===== src/rtl/boo_function_if.sv =====
// Signal bundle for the boo_function logic cell.
//
// Handshake: a sample {a,b,c} is accepted on every rising clk edge where
// in_valid=1; there is no ready, the cell never stalls. The result appears on
// y/minterm one cycle later, qualified by a single-cycle out_valid pulse.
// cfg_we/cfg_tt and cnt_clr are plain edge-sampled strobes with no handshake.
interface boo_function_if #(
  parameter int CNT_W = 16
);
  // Sample and control inputs of the cell
  logic             a;
  logic             b;
  logic             c;
  logic             in_valid;
  logic             cfg_we;
  logic [7:0]       cfg_tt;
  logic             cnt_clr;

  // Registered results and debug state of the cell
  logic             y;
  logic             out_valid;
  logic [2:0]       minterm;
  logic [7:0]       tt;
  logic [CNT_W-1:0] eval_cnt;
  logic [CNT_W-1:0] ones_cnt;

  // Driver side: whoever feeds samples and configuration
  modport master (
    output a, b, c, in_valid, cfg_we, cfg_tt, cnt_clr,
    input  y, out_valid, minterm, tt, eval_cnt, ones_cnt
  );

  // Cell side
  modport slave (
    input  a, b, c, in_valid, cfg_we, cfg_tt, cnt_clr,
    output y, out_valid, minterm, tt, eval_cnt, ones_cnt
  );
endinterface


===== src/rtl/boo_function.sv =====
// Clocked 3-input Boolean function evaluator.
// Each accepted sample {a,b,c} selects one bit of an 8-entry truth table and
// registers it onto y. The table is runtime-programmable and resets to
// DEFAULT_TT. Two saturating counters track evaluations and ones produced.
// There is no state machine: the only state is the table, the result
// registers and the two counters.
module boo_function #(
  parameter logic [7:0] DEFAULT_TT = 8'hE2,
  parameter int         CNT_W      = 16
) (
  input logic          clk,
  input logic          rst_n,
  boo_function_if.slave bus
);

  localparam logic [CNT_W-1:0] CNT_MAX = '1;
  localparam logic [CNT_W-1:0] CNT_ONE = {{(CNT_W-1){1'b0}}, 1'b1};

  logic [7:0]       tt_q;
  logic             y_q;
  logic             out_valid_q;
  logic [2:0]       minterm_q;
  logic [CNT_W-1:0] eval_cnt_q;
  logic [CNT_W-1:0] ones_cnt_q;

  logic [2:0]       idx;
  logic             new_bit;

  // Table lookup from the current (old) table; a same-cycle cfg_we only takes
  // effect for samples on later edges.
  always_comb begin
    idx     = {bus.a, bus.b, bus.c};
    new_bit = tt_q[idx];
  end

  // Truth table storage; reset always restores the default function.
  always_ff @(posedge clk or negedge rst_n) begin
    if (!rst_n) begin
      tt_q <= DEFAULT_TT;
    end else if (bus.cfg_we) begin
      tt_q <= bus.cfg_tt;
    end
  end

  // Result registers: update on accepted samples, hold otherwise so idle
  // (possibly X) inputs never reach y or minterm.
  always_ff @(posedge clk or negedge rst_n) begin
    if (!rst_n) begin
      y_q         <= 1'b0;
      minterm_q   <= 3'd0;
      out_valid_q <= 1'b0;
    end else begin
      out_valid_q <= bus.in_valid;
      if (bus.in_valid) begin
        y_q       <= new_bit;
        minterm_q <= idx;
      end
    end
  end

  // Evaluation counter: saturating, clear wins over a same-cycle increment.
  always_ff @(posedge clk or negedge rst_n) begin
    if (!rst_n) begin
      eval_cnt_q <= '0;
    end else if (bus.cnt_clr) begin
      eval_cnt_q <= '0;
    end else if (bus.in_valid && (eval_cnt_q != CNT_MAX)) begin
      eval_cnt_q <= eval_cnt_q + CNT_ONE;
    end
  end

  // Ones counter: counts evaluations whose freshly computed result is 1.
  always_ff @(posedge clk or negedge rst_n) begin
    if (!rst_n) begin
      ones_cnt_q <= '0;
    end else if (bus.cnt_clr) begin
      ones_cnt_q <= '0;
    end else if (bus.in_valid && new_bit && (ones_cnt_q != CNT_MAX)) begin
      ones_cnt_q <= ones_cnt_q + CNT_ONE;
    end
  end

  assign bus.y         = y_q;
  assign bus.out_valid = out_valid_q;
  assign bus.minterm   = minterm_q;
  assign bus.tt        = tt_q;
  assign bus.eval_cnt  = eval_cnt_q;
  assign bus.ones_cnt  = ones_cnt_q;

endmodule


===== src/flat_wrapper.sv =====
// flat-port wrapper written by rule: the top's interface ports become plain ports
module boo_function_flat 
#(
  parameter logic [7:0] DEFAULT_TT = 8'hE2,
  parameter int         CNT_W      = 16
)
  (clk, rst_n, bus_a, bus_b, bus_c, bus_in_valid, bus_cfg_we, bus_cfg_tt, bus_cnt_clr, bus_y, bus_out_valid, bus_minterm, bus_tt, bus_eval_cnt, bus_ones_cnt);
  boo_function_if #(.CNT_W(CNT_W)) bus_i ();
  input logic clk;
  input logic rst_n;
  input wire logic [$bits(bus_i.a)-1:0] bus_a;
  input wire logic [$bits(bus_i.b)-1:0] bus_b;
  input wire logic [$bits(bus_i.c)-1:0] bus_c;
  input wire logic [$bits(bus_i.in_valid)-1:0] bus_in_valid;
  input wire logic [$bits(bus_i.cfg_we)-1:0] bus_cfg_we;
  input wire logic [$bits(bus_i.cfg_tt)-1:0] bus_cfg_tt;
  input wire logic [$bits(bus_i.cnt_clr)-1:0] bus_cnt_clr;
  output wire logic [$bits(bus_i.y)-1:0] bus_y;
  output wire logic [$bits(bus_i.out_valid)-1:0] bus_out_valid;
  output wire logic [$bits(bus_i.minterm)-1:0] bus_minterm;
  output wire logic [$bits(bus_i.tt)-1:0] bus_tt;
  output wire logic [$bits(bus_i.eval_cnt)-1:0] bus_eval_cnt;
  output wire logic [$bits(bus_i.ones_cnt)-1:0] bus_ones_cnt;
  assign bus_i.a = bus_a;
  assign bus_i.b = bus_b;
  assign bus_i.c = bus_c;
  assign bus_i.in_valid = bus_in_valid;
  assign bus_i.cfg_we = bus_cfg_we;
  assign bus_i.cfg_tt = bus_cfg_tt;
  assign bus_i.cnt_clr = bus_cnt_clr;
  assign bus_y = bus_i.y;
  assign bus_out_valid = bus_i.out_valid;
  assign bus_minterm = bus_i.minterm;
  assign bus_tt = bus_i.tt;
  assign bus_eval_cnt = bus_i.eval_cnt;
  assign bus_ones_cnt = bus_i.ones_cnt;
  boo_function #(.DEFAULT_TT(DEFAULT_TT), .CNT_W(CNT_W)) u_core (.clk(clk), .rst_n(rst_n), .bus(bus_i));
endmodule

===== config.mk =====
export PLATFORM = sky130hd
export DESIGN_NAME = boo_function_flat
export DESIGN_NICKNAME = d
export VERILOG_FILES = /design/src/rtl/boo_function_if.sv /design/src/rtl/boo_function.sv /design/src/flat_wrapper.sv
export SDC_FILE = /design/constraint.sdc
export NUM_CORES = 1
export LEC_CHECK = 0
export ABC_AREA = 1
export CORE_MARGIN = 2
export CORE_UTILIZATION = 45
export DETAILED_ROUTE_END_ITERATION = 10
export GPL_TIMING_DRIVEN = 0
export PLACE_DENSITY_LB_ADDON = 0.25
export RECOVER_POWER = 25
export SYNTH_ARGS = -nofsm -noshare
export SYNTH_HDL_FRONTEND = slang
export SYNTH_SLANG_ARGS = --single-unit

===== constraint.sdc =====
create_clock -name clk -period 1.51 [get_ports clk]
set_input_delay 0.302 -clock clk [delete_from_list [all_inputs] [get_ports clk]]
set_output_delay 0.302 -clock clk [all_outputs]
set_load 0.05 [all_outputs]

# Word level (Yosys, flattened, before mapping)
# Cells that the tools add are included.
[totals]
ff_bits = 45
in_bits = 16
out_inout_bits = 45
elab_cells = 22
[op_classes]
n_addsub = 2
n_lt_le_gt_ge = 1
n_eq_ne = 2
mux = 6
reduce_logical = 5
[op_table]
columns = ["operator", "n"]
rows = [
  ["two-way mux 16 bit", 4],
  ["adder 16 x 1 -> 16 bit (second input constant)", 2],
  ["inequality test 16 bit (second input constant)", 2],
  ["less-than comparator 3 x 4 -> 1 bit (second input constant)", 1],
  ["nonzero test 2 bit", 2],
  ["binary-select mux 1 bit (select 3 bit)", 1],
  ["logical AND 1 bit", 3],
  ["two-way mux 1 bit", 1],
]

# Logic depth before layout (Yosys ltp)
# Gate-level depths: netlist of the first run.
[logic_depth]
ltp_word = 6
mapped_depth = 10
ltp_nobuf = 10

# Worst setup path after synthesis of the first run
# Ideal clock, no wire load.
[synth_timing]
path_type = "register to register"
from = "register u_core.eval_cnt_q[1], in the netlist u_core.bus.eval_cnt[1]"
to = "register u_core.eval_cnt_q[15], in the netlist u_core.bus.eval_cnt[15]"
setup_time_ps = 76
arrival_time_ps = 1853
required_time_ps = 1434
setup_slack_ps = -419
path_stages_with_launch = 11
n_path_buf = 1
synth_period_minus_slack_ps = 1929
cell_sequence = "dfrtp_1 ha_1 nand3_1 inv_1 nand2_2 nor2_4 nor2_4 nor2_8 buf_6 nand2_1 o21ai_1"
[synth_between]
elab_chain_cells = 3
word_cells_on_any_way = 6
classes_between = "add/sub: 1; eq/ne: 1; mux: 2; reduce/logical: 2"
[synth_lines]
columns = ["element", "line", "rtl"]
rows = [
  ["start, declared", "boo_function.sv:23", "logic [CNT_W-1:0] eval_cnt_q;"],
  ["start signal, assigned", "boo_function.sv:68", "eval_cnt_q <= eval_cnt_q + CNT_ONE;"],
  ["adder 16 x 1 -> 16 bit / inequality test 16 bit (equally long branches)", "boo_function.sv:68, boo_function.sv:67", ""],
  ["two-way mux 16 bit / logical AND 1 bit (equally long branches)", "boo_function.sv:67", "end else if (bus.in_valid && (eval_cnt_q != CNT_MAX)) begin"],
  ["two-way mux 16 bit / nonzero test 2 bit (equally long branches)", "--", ""],
]
# Parallel ways exist; a longest one is shown, timed or not. The select of a mux whose other input is x is not followed.
# A chain may end at the register's enable or synchronous reset.

# Final worst setup path of the first run
[layout_timing]
from = "register u_core.eval_cnt_q[10], in the netlist u_core.bus.eval_cnt[10]"
to = "register u_core.eval_cnt_q[14], in the netlist u_core.bus.eval_cnt[14]"
# The elaborated chain is that of the path after synthesis.

==> run summary, run 1 <==
* Final Max Slew Viols: 0
* Design Area, Final: 0.00399 mm^2
* maximum root-to-sink buffer count: 2
* clock slew at the register clock pins of the worst setup and hold paths: 90 ps
* dominant register cell in the synthesized netlist: sky130_fd_sc_hd__dfrtp_1
* Worst Slack Setup Final: -69.4 ps
* area of the die: 0.00659 mm^2
* number of buffers created by CTS: 5
* slowest stage cell, crit path: sky130_fd_sc_hd__dfrtp_2
* pre-CTS WS: -582 ps
* Util after Layout: 68.3%
* vias per cell: 5.21
* maximum fanout along the worst path: 8
* storage element area: 0.00117 mm^2
* PD cells: 687 mW/mm^2
* run status: finished with violations
* CP Launch Type: register
* GR met2 Demand/Resource: 37.4%
* largest net degree at the start of global routing: 31
* portion of netlist area occupied by mux cells: 1.68%
* initial core utilization: 45.8%
* most frequent cells in the layout: 112 x sky130_fd_sc_hd__nand2_1, 33 x sky130_fd_sc_hd__nor2_1, 32 x sky130_fd_sc_hd__buf_4
* Crit path arrival time: 1810 ps
* Post-Route Skew: 9.09 ps
* fraction of final layout cells with drive strength greater than 1: 37.3%
* met3 track demand over resource: 5.44%
* wire length of the first global-routing pass: 11600 um
* area of the mapped netlist: 0.00268 mm^2
* reg-to-reg slack, setup: -70 ps
* # clock sinks: 45
* nets in the synthesized netlist: 380
* most common cell after layout, fill and taps aside: sky130_fd_sc_hd__nand2_1
* Detailed Route WL: 7460 um
* start-to-end type of the worst setup path: reg -> reg
* layout overhead on the synthesized area: 49.0%
* share of the clock period used by the worst path after layout: 105%
* First DRT Iteration DRCs: 214
* post-place instance area: 0.00349 mm^2
* async set-reset flop share out of synthesis: 100%
* row cnt: 28
* Post-Synth Adder-Cell Area: 0.933%
* final critical-path required period: 1580 ps
* buffering stage count on the worst path with inverters included: 2
* Cell Chain, Critical Path: nand2_2, nor2_2, nand2_2, nor2_4, nor2_4, buf_12, nor2_8, buf_6, nand2_1, o21ai_1
* fillers: 491
* number of primary I/O pins: 61
* antenna diode count: 0
* number of synthesis warnings: 0
* number of global-route vias before repair: 2561
* CORE AREA: 0.00585 mm^2
* final estimated routing congestion in global placement: 0.907
* Compound-Gate Fraction of Synth Area: 4.20%
* DRT Pass-1 Iters: 4
* setup-violating endpoint count in the final report: 12
* count of H-tree levels built during CTS: 2
* number of max-cap violations: 0
* endpoint type of the worst setup path: register
* DRT antenna net count: 0
* post-synth cell types: 32
* XOR/XNOR share of the synthesized area: 4.57%
* grt met1 use: 29.5%
* Worst slew margin: 39.1%
* fraction of the yosys area taken by sequential cells: 42.2%
* clock tree from TritonCTS: done
* unrepaired setup endpoints after global routing: yes
* GR Overflow Total: 0
* number of remaining DRC errors: 0
* slew at the pin closest to its max-slew limit: 913 ps
* Syn Inst Count: 362
* All-Layer GR Usage: 22.5%
* Total Nets Final: 483
* worst endpoint required time: 1740 ps
* floorplan die height: 81.2 um
* category of cells accounting for the largest share of critical-path delay: simple AND/OR/NAND/NOR gates
* post-DR wirelength/cell: 13.8 um
* most congested layer reported by global routing: met2
* per-instance average area after synthesis: 7.41 um^2
* violated checks: negative setup slack
* upper clock frequency limit: 633 MHz
* antenna violations before repair: 0
* combinational family with the most area after synthesis: simple AND/OR/NAND/NOR gates
* clock tree root buffer cell: sky130_fd_sc_hd__clkbuf_8
* area used by multi-input combinational logic: 0.00156 mm^2
* IR Drop Worst-Case VDD: 0.000535 V
* Setup TNS: -481 ps
* number of synthesized flops with an enable pin: 0
* static leakage: 1.80 nW
* Crit path largest cell delay: 410 ps
* clock latency on the worst-skew pair: 300 ps
* Port Buffer Count: 60
* post-synthesis share of cell area spent on and, or, nand and nor gates: 40.2%
* total vias in the final route: 2816
* post-DP HPWL: 4960 um
* final hold violation count: 0
* type of the worst min-delay path: reg -> reg
* Chip Width: 81.2 um
* number of synthesized register bits: 45
==> cells in the mapped netlist, drive strengths merged (2+ instances only) <==
master,number,area (um^2)
nand2,127,492
nor2,45,215
dfrtp,41,1030
nand3,40,200
inv,30,113
nand4,22,153
o21ai,18,93.8
xor2,12,105
buf,6,43.8
dfstp,4,105
mux2,4,45.0
clkbuf,3,11.3
ha,2,25.0
xnor2,2,17.5
==> worst paths after layout <==
path / startpoint / endpoint / depth (start not counted)
max: u_core.bus.eval_cnt[10] / u_core.bus.eval_cnt[14] / 10
min: u_core.bus.minterm[2] / u_core.bus.minterm[2] / 2
max reg2reg: u_core.bus.eval_cnt[10] / u_core.bus.eval_cnt[14] / 10
min reg2reg: u_core.bus.minterm[2] / u_core.bus.minterm[2] / 2
max in group asynchronous: rst_n / u_core.bus.tt[7] / 3
min in group asynchronous: rst_n / u_core.bus.eval_cnt[6] / 2
==> layer usage <==
layer	part of all wire (%)	wire length [um]	up-vias
met5	0	0	-
met4	0.94	70	0
met3	7.3	545	11
met2	49	3670	101
met1	43	3170	1316
li1	-	-	1388
==> registers in the layout (all words and copies together), names as in the netlist <==
register              cells
u_core.bus.eval_cnt      16
u_core.bus.ones_cnt      16
u_core.bus.tt             8
u_core.bus.minterm        3
u_core.bus.out_valid      1
u_core.bus.y              1
==> stage by stage <==
step | total power (W) | instances | hold WS (ps)
after floorplan | 0.00160 | 362 | 6.41
after global placement | 0.00180 | 497 | 467
after detailed placement | 0.00181 | 498 | 245
after CTS | 0.00272 | 520 | 454
after global routing | 0.00286 | 541 | 519
final | 0.00274 | 541 | 481
==> power by group <==
group | switching (W) | internal [W] | leakage [nW]
clock | 0.000420 | 0.000492 | 0.0552
sequential | 0.0000359 | 0.00125 | 0.547
combinational | 0.000350 | 0.000191 | 1.20
==> tightest hold or removal path: cells and delay by family (launching register included) <==
kind	cells	cell delay, ps
DFF	1	350
and+or+nand+nor	2	100
==> repair_timing <==
action                                  CTS  global route
resized for setup                       137            48
hold buffers                              1             0
pin swaps                                 4            12
buffers inserted                         12            21
gates cloned                              1             1
hold endpoints to repair                 15             0
endpoints found under the setup margin   77            42
==> cells by family (layout without fill, tap and decap cells) <==
kind of cell / after synthesis / after routing
and+or+nand+nor: 237 / 237
muxes: 4 / 4
AOI/OAI and AO/OA: 21 / 21
xor gates and xnor gates: 14 / 14
DFF: 45 / 45
buffers and inverters: 39 / 143
adders and majority gates: 2 / 2
==> area by class of cell <==
cell class / count / area share [%]
clock inverter: 2 / 0.877
buffer: 9 / 1.66
timing repair buffer: 96 / 22.2
tap: 75 / 2.35
sequential: 45 / 29.2
inverter: 30 / 2.88
multi-input combinational: 278 / 39.0
clock buffer: 6 / 1.82
(Power assumes the default switching activity.)
==> run 2, diff against run 1 <==
==> constraint.sdc (replaced) <==
create_clock -name clk -period 1.38 [get_ports clk]
set_input_delay 0.276 -clock clk [delete_from_list [all_inputs] [get_ports clk]]
set_output_delay 0.276 -clock clk [all_outputs]
set_load 0.05 [all_outputs]
==> run summary, run 2 (synthesized netlist as in run 1, its figures left out) <==
* Final Max Slew Viols: 0, unchanged
* final hold violation count: 0, unchanged
* count of H-tree levels built during CTS: 2, unchanged
* Design Area, Final: 0.00397 mm^2, -0.60%
* floorplan die height: 81.2 um, unchanged
* GR Overflow Total: 0, unchanged
* All-Layer GR Usage: 24.8%, +2.3 points
* violated checks: negative setup slack
* run status: finished with violations
* CP Launch Type: register
* static leakage: 1.89 nW, +4.6%
* layout overhead on the synthesized area: 48.1%
* pre-CTS WS: -675 ps, -93.4 ps
* number of global-route vias before repair: 2809, +9.7%
* slew at the pin closest to its max-slew limit: 516 ps, -397 ps
* upper clock frequency limit: 651 MHz, +2.8%
* share of the clock period used by the worst path after layout: 111%, +6.8 points
* Port Buffer Count: 60, unchanged
* end point of the worst hold path: u_core.bus.out_valid
* unrepaired setup endpoints after global routing: yes
* CORE AREA: 0.00585 mm^2, unchanged
* final critical-path required period: 1540 ps, -42.7 ps
* reg-to-reg slack, setup: -160 ps, -90 ps
* number of buffers created by CTS: 5, unchanged
* DRT Pass-1 Iters: 5, +1
* DRT antenna net count: 0, unchanged
* antenna diode count: 0, unchanged
* largest net degree at the start of global routing: 31, unchanged
* worst endpoint required time: 1570 ps, -170 ps
* Detailed Route WL: 7820 um, +4.8%
* fraction of final layout cells with drive strength greater than 1: 42.0%, +4.6 points
* IR Drop Worst-Case VDD: 0.000543 V, +1.6%
* First DRT Iteration DRCs: 223, +4.2%
* cell count of the worst reg-to-reg path: 10, unchanged
* clock slew at the register clock pins of the worst setup and hold paths: 90 ps, about the same
* area of the die: 0.00659 mm^2, unchanged
* Setup TNS: -3180 ps, -2700 ps
* count of cells along the worst hold path: 1, -1
* number of max-cap violations: 0, unchanged
* number of remaining DRC errors: 0, unchanged
* Total Nets Final: 484, +0.21%
* Post-Route Skew: 3.08 ps, -6.01 ps
* row cnt: 28, unchanged
* category of cells accounting for the largest share of critical-path delay: simple AND/OR/NAND/NOR gates
* Crit path arrival time: 1730 ps, -80 ps
* Reg-to-Reg End: u_core.bus.eval_cnt[8]
* endpoint type of the worst setup path: register
* type of the worst min-delay path: in -> reg
* antenna violations before repair: 0, unchanged
* worst hold-check slack: 309 ps, -173 ps
* most common cell after layout, fill and taps aside: sky130_fd_sc_hd__nand2_1
* Crit path largest cell delay: 440 ps, +30 ps
* R2R Path Start: u_core.bus.eval_cnt[1]
* initial core utilization: 45.8%, unchanged
* clock tree root buffer cell: sky130_fd_sc_hd__clkbuf_8
* number of primary I/O pins: 61, unchanged
* total power consumption of the routed design: 0.00291 W, +6.0%
* startpoint of the most critical hold path: bus_in_valid
* start-to-end type of the worst setup path: reg -> reg
* # clock sinks: 45, unchanged
* setup-violating endpoint count in the final report: 33, +21
* post-DR wirelength/cell: 14.4 um, +4.6%
* final estimated routing congestion in global placement: 0.894, -1.4%
* clock tree from TritonCTS: done
* most frequent cells in the layout: 101 x sky130_fd_sc_hd__nand2_1, 35 x sky130_fd_sc_hd__buf_4, 31 x sky130_fd_sc_hd__nor2_1
* maximum root-to-sink buffer count: 2, unchanged
* Chip Width: 81.2 um, unchanged
* slowest stage cell, crit path: sky130_fd_sc_hd__dfrtp_2
* maximum fanout along the worst path: 6, -2
* Cell Chain, Critical Path: ha_4, nand3_4, inv_4, nand2_4, nor2_4, nor2_4, nor2_8, buf_6, nand2_2, nand2_2
* post-place instance area: 0.00349 mm^2, unchanged
* buffering stage count on the worst path with inverters included: 2, unchanged
* Worst Slack Setup Final: -157 ps, -87.3 ps
* clock latency on the worst-skew pair: 300 ps, about the same
* Worst slew margin: 65.6%, +26 points
* vias per cell: 5.36, +2.9%
* PD cells: 732 mW/mm^2, +6.6%
* wire length of the first global-routing pass: 12900 um, +11%
* post-DP HPWL: 4890 um, -1.5%
* total vias in the final route: 2903, +3.1%
==> run 2: changes by cell type in the layout (fill, tap and decap cells not counted), moves of 4 or more <==
cell	previous run	this run
sky130_fd_sc_hd__o21ai_0	14	10
sky130_fd_sc_hd__clkdlybuf4s15_2	29	10
sky130_fd_sc_hd__buf_6	4	9
sky130_fd_sc_hd__clkbuf_2	9	1
sky130_fd_sc_hd__nand2_2	10	20
sky130_fd_sc_hd__buf_2	6	27
sky130_fd_sc_hd__nand2_1	112	101
==> run 2: worst max-delay path by stage <==
stage	from	slack, ps	to	cells past startpoint
after floorplan	u_core.bus.eval_cnt[1]	-250	u_core.bus.eval_cnt[15]	10
after global placement	rst_n	-1390	u_core.bus.ones_cnt[1]	1
after detailed placement	bus_cnt_clr	-680	u_core.bus.ones_cnt[1]	6
after CTS	u_core.bus.eval_cnt[1]	-130	u_core.bus.eval_cnt[15]	10
after global routing	u_core.bus.ones_cnt[15]	-250	u_core.bus.ones_cnt[15]	8
final	u_core.bus.eval_cnt[1]	-160	u_core.bus.eval_cnt[8]	10
==> run 2: report_power, final <==
part | total (W) | switching (W) | internal (W) | leakage, nW
sequential | 0.00141 | 0.0000380 | 0.00137 | 0.550
combinational | 0.000673 | 0.000415 | 0.000257 | 1.29
clock | 0.000823 | 0.000472 | 0.000350 | 0.0439
total | 0.00291 | 0.000926 | 0.00198 | 1.89
==> run 2: cell type report <==
class / instances / area (um^2)
Fill cell: 465 / 1880
Multi-Input combinational cell: 279 / 1650
Sequential cell: 45 / 1160
Timing Repair Buffer: 96 / 792
Inverter: 30 / 118
Tap cell: 75 / 93.8
Clock buffer: 5 / 68.8
Buffer: 9 / 65.1
Clock inverter: 3 / 17.5
==> run 2: routing by layer <==
metal	part of all wire [%]	track usage, %	vias up
met1	42	32.3	1370
met5	0	0	-
li1	-	-	1389
met4	1.8	6.44	0
met2	49	42.6	127
met3	7.4	4.00	17
==> run 2: what timing repair did <==
item | in CTS | in global routing
buffers inserted | 31 | 5
resized for setup | 241 | 56
cloned | 3 | 0
hold buffers | 1 | 0
pin swaps | 15 | 22
setup endpoints to repair | 77 | 47
endpoints found under the hold margin | 14 | 0
==> run 2: through the flow <==
step | util [%] | cells
floorplan | - | 362
global placement | 59.4 | 497
detailed placement | 59.7 | 498
CTS | 66.6 | 537
global route | 67.9 | 542
finish | 67.9 | 542
==> run 3, diff against run 2 <==
--- a/config.mk
+++ b/config.mk
@@ -12,6 +12,7 @@
 export GPL_TIMING_DRIVEN = 0
 export PLACE_DENSITY_LB_ADDON = 0.25
 export RECOVER_POWER = 25
+export SETUP_SLACK_MARGIN = 0.3
 export SYNTH_ARGS = -nofsm -noshare
 export SYNTH_HDL_FRONTEND = slang
 export SYNTH_SLANG_ARGS = --single-unit
==> run summary, run 3 (synthesized netlist as in run 1, its figures left out) <==
* Final Max Slew Viols: 0, unchanged
* run status: finished with violations
* worst endpoint required time: 1570 ps, about the same
* floorplan die height: 81.2 um, unchanged
* violated checks: negative setup slack
* slew at the pin closest to its max-slew limit: 816 ps, +300 ps
* post-DP HPWL: 4920 um, +0.57%
* First DRT Iteration DRCs: 416, +87%
* number of primary I/O pins: 61, unchanged
* most frequent cells in the layout: 99 x sky130_fd_sc_hd__nand2_1, 48 x sky130_fd_sc_hd__buf_4, 42 x sky130_fd_sc_hd__buf_6
* cell count of the worst reg-to-reg path: 10, unchanged
* number of remaining DRC errors: 0, unchanged
* most common cell after layout, fill and taps aside: sky130_fd_sc_hd__nand2_1
* vias per cell: 5.62, +4.9%
* worst hold-check slack: 315 ps, +6.54 ps
* row cnt: 28, unchanged
* count of cells along the worst hold path: 1, unchanged
* number of max-cap violations: 0, unchanged
* CORE AREA: 0.00585 mm^2, unchanged
* All-Layer GR Usage: 25.9%, +1.1 points
* # clock sinks: 45, unchanged
* IR Drop Worst-Case VDD: 0.000535 V, -1.6%
* Reg-to-Reg End: u_core.bus.eval_cnt[9]
* layout overhead on the synthesized area: 70.9%
* endpoint type of the worst setup path: register
* wire length of the first global-routing pass: 13300 um, +2.9%
* clock slew at the register clock pins of the worst setup and hold paths: 100 ps, about the same
* total power consumption of the routed design: 0.00302 W, +3.9%
* total placed cells including tap cells: 498, unchanged
* fraction of final layout cells with drive strength greater than 1: 46.2%, +4.2 points
* clock tree from TritonCTS: done
* start-to-end type of the worst setup path: reg -> reg
* upper clock frequency limit: 641 MHz, -1.6%
* number of buffers created by CTS: 5, unchanged
* antenna diode count: 0, unchanged
* GR Overflow Total: 0, unchanged
* final hold violation count: 0, unchanged
* final cell count without fillers: 577, +6.5%
* type of the worst min-delay path: in -> reg
* Chip Width: 81.2 um, unchanged
* Post-Route Skew: 18.7 ps, +15.6 ps
* Port Buffer Count: 60, unchanged
* clock tree root buffer cell: sky130_fd_sc_hd__clkbuf_8
* count of H-tree levels built during CTS: 2, unchanged
* PD cells: 659 mW/mm^2, -10%
* Crit path arrival time: 1760 ps, +30 ps
* DRT Pass-1 Iters: 5, unchanged
* Worst Slack Setup Final: -181 ps, -24.4 ps
* pre-CTS WS: -680 ps, -4.50 ps
* initial core utilization: 45.8%, unchanged
* DRT antenna net count: 0, unchanged
* antenna violations before repair: 0, unchanged
* CP Launch Type: register
* maximum fanout along the worst path: 6, unchanged
* number of global-route vias before repair: 2870, +2.2%
* setup-violating endpoint count in the final report: 35, +6.1%
* maximum root-to-sink buffer count: 2, unchanged
* share of the clock period used by the worst path after layout: 113%, +1.8 points
* end point of the worst hold path: u_core.bus.out_valid
* Total Nets Final: 519, +7.2%
* reg-to-reg slack, setup: -180 ps, -20 ps
* area of the die: 0.00659 mm^2, unchanged
* clock latency on the worst-skew pair: 310 ps, about the same
* post-DR wirelength/cell: 16.2 um, +13%
* Detailed Route WL: 9360 um, +20%
* Worst slew margin: 45.6%, -20 points
* total vias in the final route: 3243, +12%
* static leakage: 2.13 nW, +13%
* startpoint of the most critical hold path: bus_in_valid
* final critical-path required period: 1560 ps, +24.4 ps
* R2R Path Start: u_core.bus.eval_cnt[0]
* fillers: 352, -24%
* largest net degree at the start of global routing: 34, +9.7%
* unrepaired setup endpoints after global routing: yes
* final estimated routing congestion in global placement: 0.886, -0.86%
[run 3: metrics by stage]
stage,area [um^2],util (%),setup TNS (ps)
floorplan,2780,-,-6340
global placement,3480,59.4,-78350
detailed placement,3490,59.7,-20640
CTS,4190,71.7,-2090
global route,4580,78.3,-7590
finish,4580,78.3,-4220
[run 3: how the worst max path moves through the flow]
stage,startpoint,endpoint,slack (ps)
2_1_floorplan,u_core.bus.eval_cnt[1],u_core.bus.eval_cnt[15],-250
3_3_place_gp,rst_n,u_core.bus.ones_cnt[3],-1410
3_5_place_dp,bus_cnt_clr,u_core.bus.eval_cnt[2],-680
4_1_cts,u_core.bus.eval_cnt[0],u_core.bus.eval_cnt[1],-130
5_1_grt,u_core.bus.ones_cnt[0],u_core.bus.ones_cnt[12],-240
6_report,u_core.bus.eval_cnt[0],u_core.bus.eval_cnt[9],-180
[run 3: final cells by class]
cell class / instances / area, um^2 / share of cell area, %
plain buffers: 9 / 80.1 / 1.75
clock buffers: 7 / 76.3 / 1.67
clock inverters: 1 / 5.00 / 0.109
inverters: 30 / 118 / 2.57
multi-input cells: 279 / 1650 / 35.9
flip-flops and latches: 45 / 1170 / 25.5
well taps: 75 / 93.8 / 2.05
repair buffers: 131 / 1400 / 30.4
[run 3: power breakdown]
part	switching, W	total (W)	leakage, nW	internal (W)
Sequential	0.0000476	0.00142	0.545	0.00137
Combinational	0.000440	0.000784	1.54	0.000344
Clock	0.000458	0.000815	0.0422	0.000356
[run 3: critical path, stage by stage (launching register included)]
cell and delay [ps]:
sky130_fd_sc_hd__dfrtp_2 460, sky130_fd_sc_hd__ha_4 180, sky130_fd_sc_hd__nand3_4 80, sky130_fd_sc_hd__inv_4 50
sky130_fd_sc_hd__nand2_4 60, sky130_fd_sc_hd__nor2_4 50, sky130_fd_sc_hd__nor2_4 260, sky130_fd_sc_hd__nor2_8 70
sky130_fd_sc_hd__buf_6 150, sky130_fd_sc_hd__nand2_2 50, sky130_fd_sc_hd__nand2_1 50
[run 3: per-layer routing]
layer	part of all wire, %	global-route usage (%)	up-vias
met5	0	0	-
met1	38	31.7	1508
met2	49	45.2	223
met3	9.0	5.56	54
met4	3.9	8.47	0
li1	-	-	1458
[run 3: repair_timing]
item / in CTS / in global routing
endpoints found under the hold margin: 11 / 0
setup endpoints to repair: 81 / 78
cloned: 2 / 1
hold buffers: 1 / 0
pin swaps: 14 / 21
resized for setup: 386 / 47
buffers inserted: 38 / 29
